### src/rtl/i2s_sample_fifo.sv
// Sample FIFO between the PS bus writer and the I2S transmitter.
// Pops are paced by DATA_CLK rising edges; sticky flags report underrun and overflow.
module i2s_sample_fifo #(
  parameter int DW = 16,
  parameter int AW = 4
) (
  input  logic          CLK,
  input  logic          RST_n,
  input  logic          wr_en,
  input  logic [DW-1:0] wr_data,
  input  logic          DATA_CLK,
  input  logic          mute,
  input  logic          clr_flags,
  output logic [DW-1:0] data_output,
  output logic          full,
  output logic          empty,
  output logic [AW:0]   level,
  output logic          underrun,
  output logic          overflow
);

  localparam int          DEPTH     = 1 << AW;
  localparam logic [AW:0] DEPTH_LVL = {1'b1, {AW{1'b0}}};
  localparam logic [AW:0] LVL_ONE   = {{AW{1'b0}}, 1'b1};
  localparam logic [AW-1:0] PTR_ONE = {{(AW-1){1'b0}}, 1'b1};

  logic [DW-1:0] mem_r [DEPTH];
  logic [AW-1:0] wr_ptr_r;
  logic [AW-1:0] rd_ptr_r;
  logic [AW:0]   level_r;
  logic [AW:0]   level_nxt_s;
  logic          full_r;
  logic          empty_r;
  logic [DW-1:0] data_output_r;
  logic          underrun_r;
  logic          overflow_r;
  logic          s1_r;
  logic          s2_r;
  logic          s3_r;
  logic          pop_req_s;
  logic          wr_ok_s;
  logic          rd_ok_s;
  logic          under_set_s;
  logic          over_set_s;

  // DATA_CLK synchronizer plus history flop for rising-edge detection
  always_ff @(posedge CLK) begin
    if (!RST_n) begin
      s1_r <= 1'b0;
      s2_r <= 1'b0;
      s3_r <= 1'b0;
    end else begin
      s1_r <= DATA_CLK;
      s2_r <= s1_r;
      s3_r <= s2_r;
    end
  end

  // Push/pop qualification and next occupancy; a push is judged against the current full state only
  always_comb begin
    pop_req_s   = s2_r & ~s3_r;
    wr_ok_s     = wr_en & ~full_r;
    rd_ok_s     = pop_req_s & ~mute & ~empty_r;
    under_set_s = pop_req_s & ~mute & empty_r;
    over_set_s  = wr_en & full_r;
    case ({wr_ok_s, rd_ok_s})
      2'b10:   level_nxt_s = level_r + LVL_ONE;
      2'b01:   level_nxt_s = level_r - LVL_ONE;
      default: level_nxt_s = level_r;
    endcase
  end

  // Sample storage; contents are deliberately left unreset
  always_ff @(posedge CLK) begin
    if (RST_n && wr_ok_s) begin
      mem_r[wr_ptr_r] <= wr_data;
    end
  end

  // Pointers, occupancy, output sample and sticky flags
  always_ff @(posedge CLK) begin
    if (!RST_n) begin
      wr_ptr_r      <= '0;
      rd_ptr_r      <= '0;
      level_r       <= '0;
      full_r        <= 1'b0;
      empty_r       <= 1'b1;
      data_output_r <= '0;
      underrun_r    <= 1'b0;
      overflow_r    <= 1'b0;
    end else begin
      if (wr_ok_s) begin
        wr_ptr_r <= wr_ptr_r + PTR_ONE;
      end
      if (rd_ok_s) begin
        rd_ptr_r <= rd_ptr_r + PTR_ONE;
      end
      level_r <= level_nxt_s;
      full_r  <= (level_nxt_s == DEPTH_LVL);
      empty_r <= (level_nxt_s == '0);
      if (rd_ok_s) begin
        data_output_r <= mem_r[rd_ptr_r];
      end else if (pop_req_s) begin
        data_output_r <= '0;
      end
      // a set condition in the same cycle overrides clr_flags
      underrun_r <= under_set_s | (underrun_r & ~clr_flags);
      overflow_r <= over_set_s | (overflow_r & ~clr_flags);
    end
  end

  assign data_output = data_output_r;
  assign full        = full_r;
  assign empty       = empty_r;
  assign level       = level_r;
  assign underrun    = underrun_r;
  assign overflow    = overflow_r;

  i2s_sample_fifo_chk #(.AW(AW)) u_chk (
    .CLK   (CLK),
    .RST_n (RST_n),
    .full  (full_r),
    .empty (empty_r),
    .level (level_r)
  );

endmodule

// Consistency properties on the FIFO status outputs.
module i2s_sample_fifo_chk #(
  parameter int AW = 4
) (
  input logic        CLK,
  input logic        RST_n,
  input logic        full,
  input logic        empty,
  input logic [AW:0] level
);

  localparam logic [AW:0] DEPTH_LVL = {1'b1, {AW{1'b0}}};

  a_not_full_and_empty: assert property (@(posedge CLK) disable iff (!RST_n) !(full && empty));
  a_level_bound:        assert property (@(posedge CLK) disable iff (!RST_n) level <= DEPTH_LVL);
  a_empty_matches:      assert property (@(posedge CLK) disable iff (!RST_n) empty == (level == '0));
  a_full_matches:       assert property (@(posedge CLK) disable iff (!RST_n) full == (level == DEPTH_LVL));

endmodule

### config.mk
export PLATFORM = sky130hd
export DESIGN_NAME = i2s_sample_fifo
export DESIGN_NICKNAME = d
export VERILOG_FILES = /design/src/rtl/i2s_sample_fifo.sv
export SDC_FILE = /design/constraint.sdc
export NUM_CORES = 1
export LEC_CHECK = 0
export ABC_AREA = 1
export CORE_UTILIZATION = 31
export CTS_CLUSTER_SIZE = 28
export DETAILED_ROUTE_END_ITERATION = 8
export GPL_TIMING_DRIVEN = 0
export PLACE_DENSITY_LB_ADDON = 0.3
export SKIP_CTS_REPAIR_TIMING = 1
export SLEW_MARGIN = 20
export SYNTH_ARGS = -nofsm -noshare
export SYNTH_HDL_FRONTEND = slang
export SYNTH_SLANG_ARGS = --single-unit
### constraint.sdc
create_clock -name CLK -period 4.22 [get_ports CLK]
set_input_delay 0.844 -clock CLK [delete_from_list [all_inputs] [get_ports CLK]]
set_output_delay 0.844 -clock CLK [all_outputs]
set_load 0.005 [all_outputs]
-- Word-level counts from Yosys, hierarchy flattened
Memories as Yosys holds them, arrays and structs flattened. A register that Yosys moved wholly into a read port is not among the register bits.
Cells that the tools add are included.
- bits in registers: 36
- RAM bits: 256
- output and inout bits: 25
- memories kept: 1
- memory list (name ; words ; width ; read ports ; clocked after memory_dff ; write ports ; line ; text):
    mem_r ; 16 ; 16 ; 1 ; 1 ; 1 ; 27 ; logic [DW-1:0] mem_r [DEPTH];
- $add $sub $neg: 4
- eq/ne operators: 3
- muxes and demuxes: 7
- bitwise operators: 15
- reductions and logical operators: 3
- operator list (cell ; number):
    2-to-1 mux 16 bit ; 2
    case mux 5 bit (2 select lines) ; 1
    adder 4 x 1 -> 4 bit (second input constant) ; 2
    AND 1 bit ; 8
    2-to-1 mux 4 bit ; 2
    adder 5 x 1 -> 5 bit (second input constant) ; 1
    == test 5 bit (second input constant) ; 1
    logical NOT 5 bit ; 1
    NOT 1 bit ; 5
    subtractor 5 x 1 -> 5 bit (second input constant) ; 1
    == test 2 x 1 -> 1 bit (second input constant) ; 1
    == test 2 bit (second input constant) ; 1
    2-to-1 mux 1 bit ; 2
    bitwise OR 1 bit ; 2
    nonzero test 2 bit ; 1
    logical AND 1 bit ; 1

-- Depth between registers and ports, before layout
Gate-level depths: netlist of run 1.
- depth after elaboration: 7
- mapped depth: 18
- depth with buffers taken out: 17

-- Worst setup path before layout of run 1
Ideal clock, no wire load.
- path kind: input -> register
- start point: in wr_en
- end point: reg empty_r (netlist: empty)
- library setup time: 0.070 ns
- arrival: 2.534 ns
- path slack: 1.615 ns
- cell stages on the path: 13
- path through: inv_1 nor2_1 inv_1 ha_1 nand2_1 inv_1 nor2_1 ha_1 o21ai_0 nand2_1 nor2_1 nand3_1 o21bai_1
- word-level cells in the longest chain between the ends: 4
- ends and longest elaborated chain (what ; line ; text):
    start, declared ; 9 ; input logic wr_en,
    AND 1 bit (*) ; 62 ; wr_ok_s = wr_en & ~full_r;
    == test 2 x 1 -> 1 bit / == test 2 bit (equally long branches) ; 66 ; case ({wr_ok_s, rd_ok_s})
    case mux 5 bit (2 select lines) (*) ; 66 ;
    logical NOT 5 bit (*) ; 100 ; empty_r <= (level_nxt_s == '0);
    end signal, assigned ; 100 ;
    end, declared ; 33 ; logic empty_r;
Every way passes the cells marked *; elsewhere a longest branch is shown, timed or not.
A chain may end at the register's enable or synchronous reset.

-- Final worst setup path of run 1
Ends and elaborated chain as after synthesis.

==> results of run 1 <==
==> final timing paths <==
path                            startpoint     to
worst max-delay path                 wr_en  empty
worst min-delay path                  s1_r   s2_r
worst max register to register        s2_r  empty
worst min register to register        s1_r   s2_r
==> area by class of cell <==
class / count / area (sq um) / area share
clock buffers: 35 / 790.8 / 0.05467
flip-flops and latches: 296 / 8488 / 0.5868
diodes: 1 / 2.502 / 0.0001730
plain buffers: 57 / 357.8 / 0.02474
multi-input cells: 646 / 3050 / 0.2109
repair buffers: 61 / 670.6 / 0.04636
clock inverters: 21 / 153.9 / 0.01064
inverters: 80 / 302.8 / 0.02093
well taps: 518 / 648.1 / 0.04481
==> kinds of logic after synthesis <==
family          after synthesis  synth area share
buf+inv                     137           0.05435
simple gates                509            0.1701
compound gates              127           0.06753
xor+xnor                      2          0.001441
flops                       296            0.6984
fa+ha+maj                     8          0.008236
==> cell usage in the layout (no fill, tap or decap), types with 10 or more instances in the layout <==
cell type / n
nand2_1: 264
edfxtp_1: 256
nand3_1: 112
nor2_1: 111
inv_1: 77
o21ai_0: 52
o211ai_1: 49
clkdlybuf4s50_1: 46
dfxtp_1: 40
clkbuf_16: 31
clkbuf_1: 22
buf_2: 16
buf_6: 16
a21oi_2: 16
nor2_2: 15
buf_8: 12
clkinv_1: 10
==> flip-flops by register name, indices dropped and copies added, names as in the netlist, named ones only <==
signal       cells
wr_ptr_r         4
rd_ptr_r         4
s2_r             1
overflow         1
full             1
data_output     16
underrun         1
level            5
s3_r             1
mem_r          256
empty            1
s1_r             1
==> metal layers <==
metal,vias to the layer above,wire [um],part of all wire
li1,3911,-,-
met1,4014,13890,0.41
met2,260,16400,0.49
met3,60,2334,0.069
met4,0,1067,0.032
met5,-,0,0
==> stage by stage <==
step                utilization  power [mW]  hold WS, ns
floorplan                     -       3.395       0.3905
global placement         0.3432       3.533       0.3965
detailed placement       0.3498       3.543       0.4048
CTS                      0.3742       6.083       0.4213
global route             0.3742       6.219       0.4667
finish                   0.3743       6.041       0.4160
==> where the power goes <==
part / leakage, nW / total (mW) / internal [mW] / switching [mW]
Clock: 0.465 / 2.56 / 1.46 / 1.10
Combinational: 2.00 / 0.261 / 0.0828 / 0.178
Sequential: 2.63 / 3.22 / 3.20 / 0.0131
Total: 5.09 / 6.04 / 4.74 / 1.30
==> critical path: cells and delay by family <==
family          cells  cell delay, ns
fa+ha+maj           2            0.57
simple gates        6            0.92
compound gates      2            0.37
buf+inv             4            0.75
==> reports/qor.yml, run 1 <==
drive_gt1_frac: 0.1070
grt_max_degree: 17
root_buffer: "clkbuf_16"
cp_slowest_stage_delay_ns: 0.48
ant_nets: 0
syn-instance-count: 1079
tightest_slew_ns: 0.9469
antenna_found_initial: 1
drtIter0Drc: 693
die_area_sq_um: 40000
synth_area_leader_cell: "edfxtp_1"
finalCritPeriodShare: 0.7082
fillCellCount: 3744
r2r_setup_slack_ns: 1.41
placed_area_sq_um: 13520
place_inst: 1658
clockBufferDepth: 3
ys.flop_type: "edfxtp_1"
fin_tns_setup_ns: 0
synth_seq_area_share: 0.6984
worst_ep_arrival_time_ns: 3.46
max_clock_freq_ghz: 0.3346
hpwl_um: 22990
coreArea_sq_um: 38650
synth.distinct_cells: 26
grt_pass1_wl_um: 49830
nNetsFinal: 1203
rsz0062_at_grt: "false"
outcome: "complete, no violations"
period_needed_ns: 2.989
crit_path_max_fanout: 7
max_slew_margin: 0.3667
boundaryPins: 47
grtUsageMet1: 0.2243
yosys-top-cells-count: "nand2_1 (264), edfxtp_1 (256), nor2_1 (127)"
yosysMostFrequentCell: "nand2_1"
maxCapViolations: 0
grt.busiest_layer: "met2"
holdCritPathClass: "flip-flop to flip-flop"
required_ns: 4.69
cp_cell_sequence: "clkdlybuf4s50_1, inv_1, nor2_1, inv_1, ha_1, nand2_1, inv_1, nor2_1, ha_1, o21ai_0, nand2_1, nor2_1, nand3_1, o21bai_1"
ys_ff_latch: 296
clock_latency_ns: 0.55
wl_um: 33690
syn_nets: 1109
cts_tree: "yes"
grt_use_total: 0.1730
cts_made_buffers: 31
finClkSkew_ns: 0.01821
place_congestion: 0.8880
setup-violations-final: 0
wl_per_cell_um: 19.65
detailedPlace.worstSlack_ns: 0.6640
grtUsageMet2: 0.2926
fin_ws_ns: 1.231
syn2layout_area_growth_pct: 19.01
rr_worst_depth: 17
row_count: 72
hold_viol_final: 0
h-tree-depth: 1
syn_area_sq_um: 12150
fp.dieW_um: 200.0
synthTopCellsByArea: "edfxtp_1 (63%), nand2_1 (8.2%), dfxtp_1 (6.6%), nand3_1 (4.6%), nor2_1 (3.9%)"
finalInstanceArea_sq_um: 14470
worstSetupStartpointType: "primary input"
grt_pass1_vias: 7937
power_density_nw_per_um2: 417.6
crit_slowest_cell: "clkdlybuf4s50_1"
synth_area_per_cell_sq_um: 11.26
drv_slew: 0
vias: 8245
clock-sinks: 296
viasPerCell: 4.808
synth_edf_count: 256
die_y_um: 200.0
power.leakage_nw: 5.094
holdPathStages: 2
endpoint_kind: "flip-flop"
first_pass_iters: 5
drc: 0
path_clk_slew_ns: 0.06
grt_overflow: 0
synth_warnings: 0
synth_top_area_share: 0.6325
critPathKind: "primary input to flip-flop"
synth-async-reset-ratio: 0
numPortBuffers: 46
ir_worst_vdd_mv: 0.2427
met3_usage: 0.02923
start_util: 0.3145
finalNonFillerCells: 1715
(Power assumes the default switching activity.)
==> run 2: changes to the inputs <==
==> constraint.sdc (replaced) <==
create_clock -name CLK -period 3 [get_ports CLK]
set_input_delay 0.6 -clock CLK [delete_from_list [all_inputs] [get_ports CLK]]
set_output_delay 0.6 -clock CLK [all_outputs]
set_load 0.005 [all_outputs]
==> run 2 against run 1 <==
  * Count of clock-buffer cells in the layout unchanged
  * Non-clock buffer count unchanged
  * Sequential power increased by 41%
  * Die area unchanged
  * Total power increased by 41%
  * Largest cell class unchanged
==> reports/qor.yml, run 2 (same netlist as run 1, synthesis figures left out) <==
ant_nets: 0  # unchanged
fin_ws_ns: 0.3861  # -0.8453 ns
grt_max_degree: 17  # unchanged
maxCapViolations: 0  # unchanged
clock_latency_ns: 0.55  # about the same
die_area_sq_um: 40000  # unchanged
finClkSkew_ns: 0.01784  # -0.0003752 ns
internal_power_mw: 6.675  # +41%
critPathKind: "primary input to flip-flop"
outcome: "complete, no violations"
drv_slew: 0  # unchanged
root_buffer: "clkbuf_16"
drtIter0Drc: 759  # +9.5%
p_sw_mw: 1.819  # +40%
first_pass_iters: 5  # unchanged
hold_viol_final: 0  # unchanged
finalCritPeriodShare: 0.8713
fin_util: 0.3747  # +0.0004210
period_needed_ns: 2.614
worstSetupStartpointType: "primary input"
rsz0062_at_grt: "false"
hp-start: "s1_r"
holdCritPathClass: "flip-flop to flip-flop"
clockBufferDepth: 3  # unchanged
ir_worst_vdd_mv: 0.3410  # +41%
antenna_found_initial: 1  # unchanged
critPathLaunch: "mute"
r2r_setup_slack_ns: 0.44  # -0.97 ns
required_ns: 3.47  # -1.22 ns
comb_power_share: 0.043  # about the same
p_sw_frac: 0.2142  # -0.0003888
nNetsFinal: 1203  # unchanged
r2r_start: "s2_r"
place_congestion: 0.8880  # unchanged
max_slew_margin: 0.3813  # +0.01457
fp.dieW_um: 200.0  # unchanged
power.leakage_nw: 5.095  # about the same
h-tree-depth: 1  # unchanged
worst_ep_arrival_time_ns: 3.08  # -0.38 ns
crit_family: "simple AND/OR/NAND/NOR gates"
p_clk_frac: 0.424  # about the same
cp_slowest_stage_delay_ns: 0.46  # -0.02 ns
path_buf_inv: 5  # +1
endpoint_kind: "flip-flop"
grt_pass1_vias: 7937  # unchanged
grt_overflow: 0  # unchanged
cp_common_cell: "nand2_1"
path_clk_slew_ns: 0.06  # about the same
die_y_um: 200.0  # unchanged
start_util: 0.3145  # unchanged
largest_reg_flops: 256  # unchanged
cts_made_buffers: 31  # unchanged
fin_tns_setup_ns: 0  # unchanged
detailedPlace.worstSlack_ns: -0.3120  # -0.9760 ns
clock-sinks: 296  # unchanged
drive_gt1_frac: 0.1095  # +0.002508
crit_slowest_cell: "clkdlybuf4s50_1"
power_density_nw_per_um2: 586.5  # +40%
hpwl_um: 22990  # unchanged
final_common_cell: "nand2_1"
drc: 0  # unchanged
final_cell_mix: "nand2_1 (263), edfxtp_1 (256), nand3_1 (112)"
viasPerCell: 4.792  # -0.33%
row_count: 72  # unchanged
syn2layout_area_growth_pct: 19.15
crit_path_max_fanout: 11  # +4
vias: 8218  # -0.33%
numPortBuffers: 46  # unchanged
wl_per_cell_um: 19.63  # about the same
tightest_slew_ns: 0.9252  # -0.02178 ns
top_register: "mem_r"
p_seq_frac: 0.533  # about the same
setup-violations-final: 0  # unchanged
max_clock_freq_ghz: 0.3826
grt_pass1_wl_um: 49830  # unchanged
boundaryPins: 47  # unchanged
grt_use_total: 0.1730  # unchanged
cp_cell_sequence: "clkdlybuf4s50_1, nor3_4, clkbuf_4, ha_2, nand2_1, inv_1, nor2_1, ha_1, inv_1, nand2_1, inv_1, nand2_1, nand3_1, nand2_1, nor2_1, nand3_1, o21bai_1"
coreArea_sq_um: 38650  # unchanged
wl_um: 33660  # about the same
cts_tree: "yes"
[run 2: tightest hold or removal path, cell delays in order, from the launching register on]
cell     delay, ns
dfxtp_1       0.31
nand2_1       0.05
inv_1         0.04
[run 2: path summary, 6_finish.rpt]
path | to | depth (start not counted)
max | empty | 17
min | s2_r | 2
max reg2reg | empty | 17
min reg2reg | s2_r | 2
[run 2: area by class of cell]
type	count	area (sq um)
diodes	1	2.502
plain buffers	57	360.3
clock buffers	35	790.8
clock inverters	21	153.9
fillers	3743	24170
inverters	80	302.8
multi-input cells	646	3064
flip-flops and latches	296	8488
well taps	518	648.1
repair buffers	61	670.6
[run 2: routing by layer]
metal  part of all wire  track usage  routed length, um  vias to the layer above
li1                   -            -                  -                     3908
met1               0.41       0.2243              13800                     3979
met5                  0            0                  0                        -
met3              0.073      0.02923               2448                       61
met4              0.032      0.05824               1091                        0
met2               0.48       0.2926              16320                      270
[run 2: power by group through the flow]
stage / Sequential, mW / Combinational [mW] / Clock, mW
after CTS: 4.53 / 0.370 / 3.66
after global routing: 4.53 / 0.403 / 3.82
after global placement: 4.61 / 0.355 / 0
after floorplan: 4.61 / 0.166 / 0
final: 4.53 / 0.368 / 3.60
after detailed placement: 4.61 / 0.369 / 0
[run 2: stage by stage]
| stage | cells | area [sq um] | hold slack, ns | power, mW |
|---|---|---|---|---|
| final | 1715 | 14480 | 0.4166 | 8.494 |
| after global routing | 1714 | 14480 | 0.4667 | 8.749 |
| after CTS | 1714 | 14460 | 0.4213 | 8.557 |
| after detailed placement | 1658 | 13520 | 0.4048 | 4.983 |
| after global placement | 1643 | 13260 | 0.3965 | 4.969 |
| after floorplan | 1079 | 12150 | 0.3905 | 4.776 |
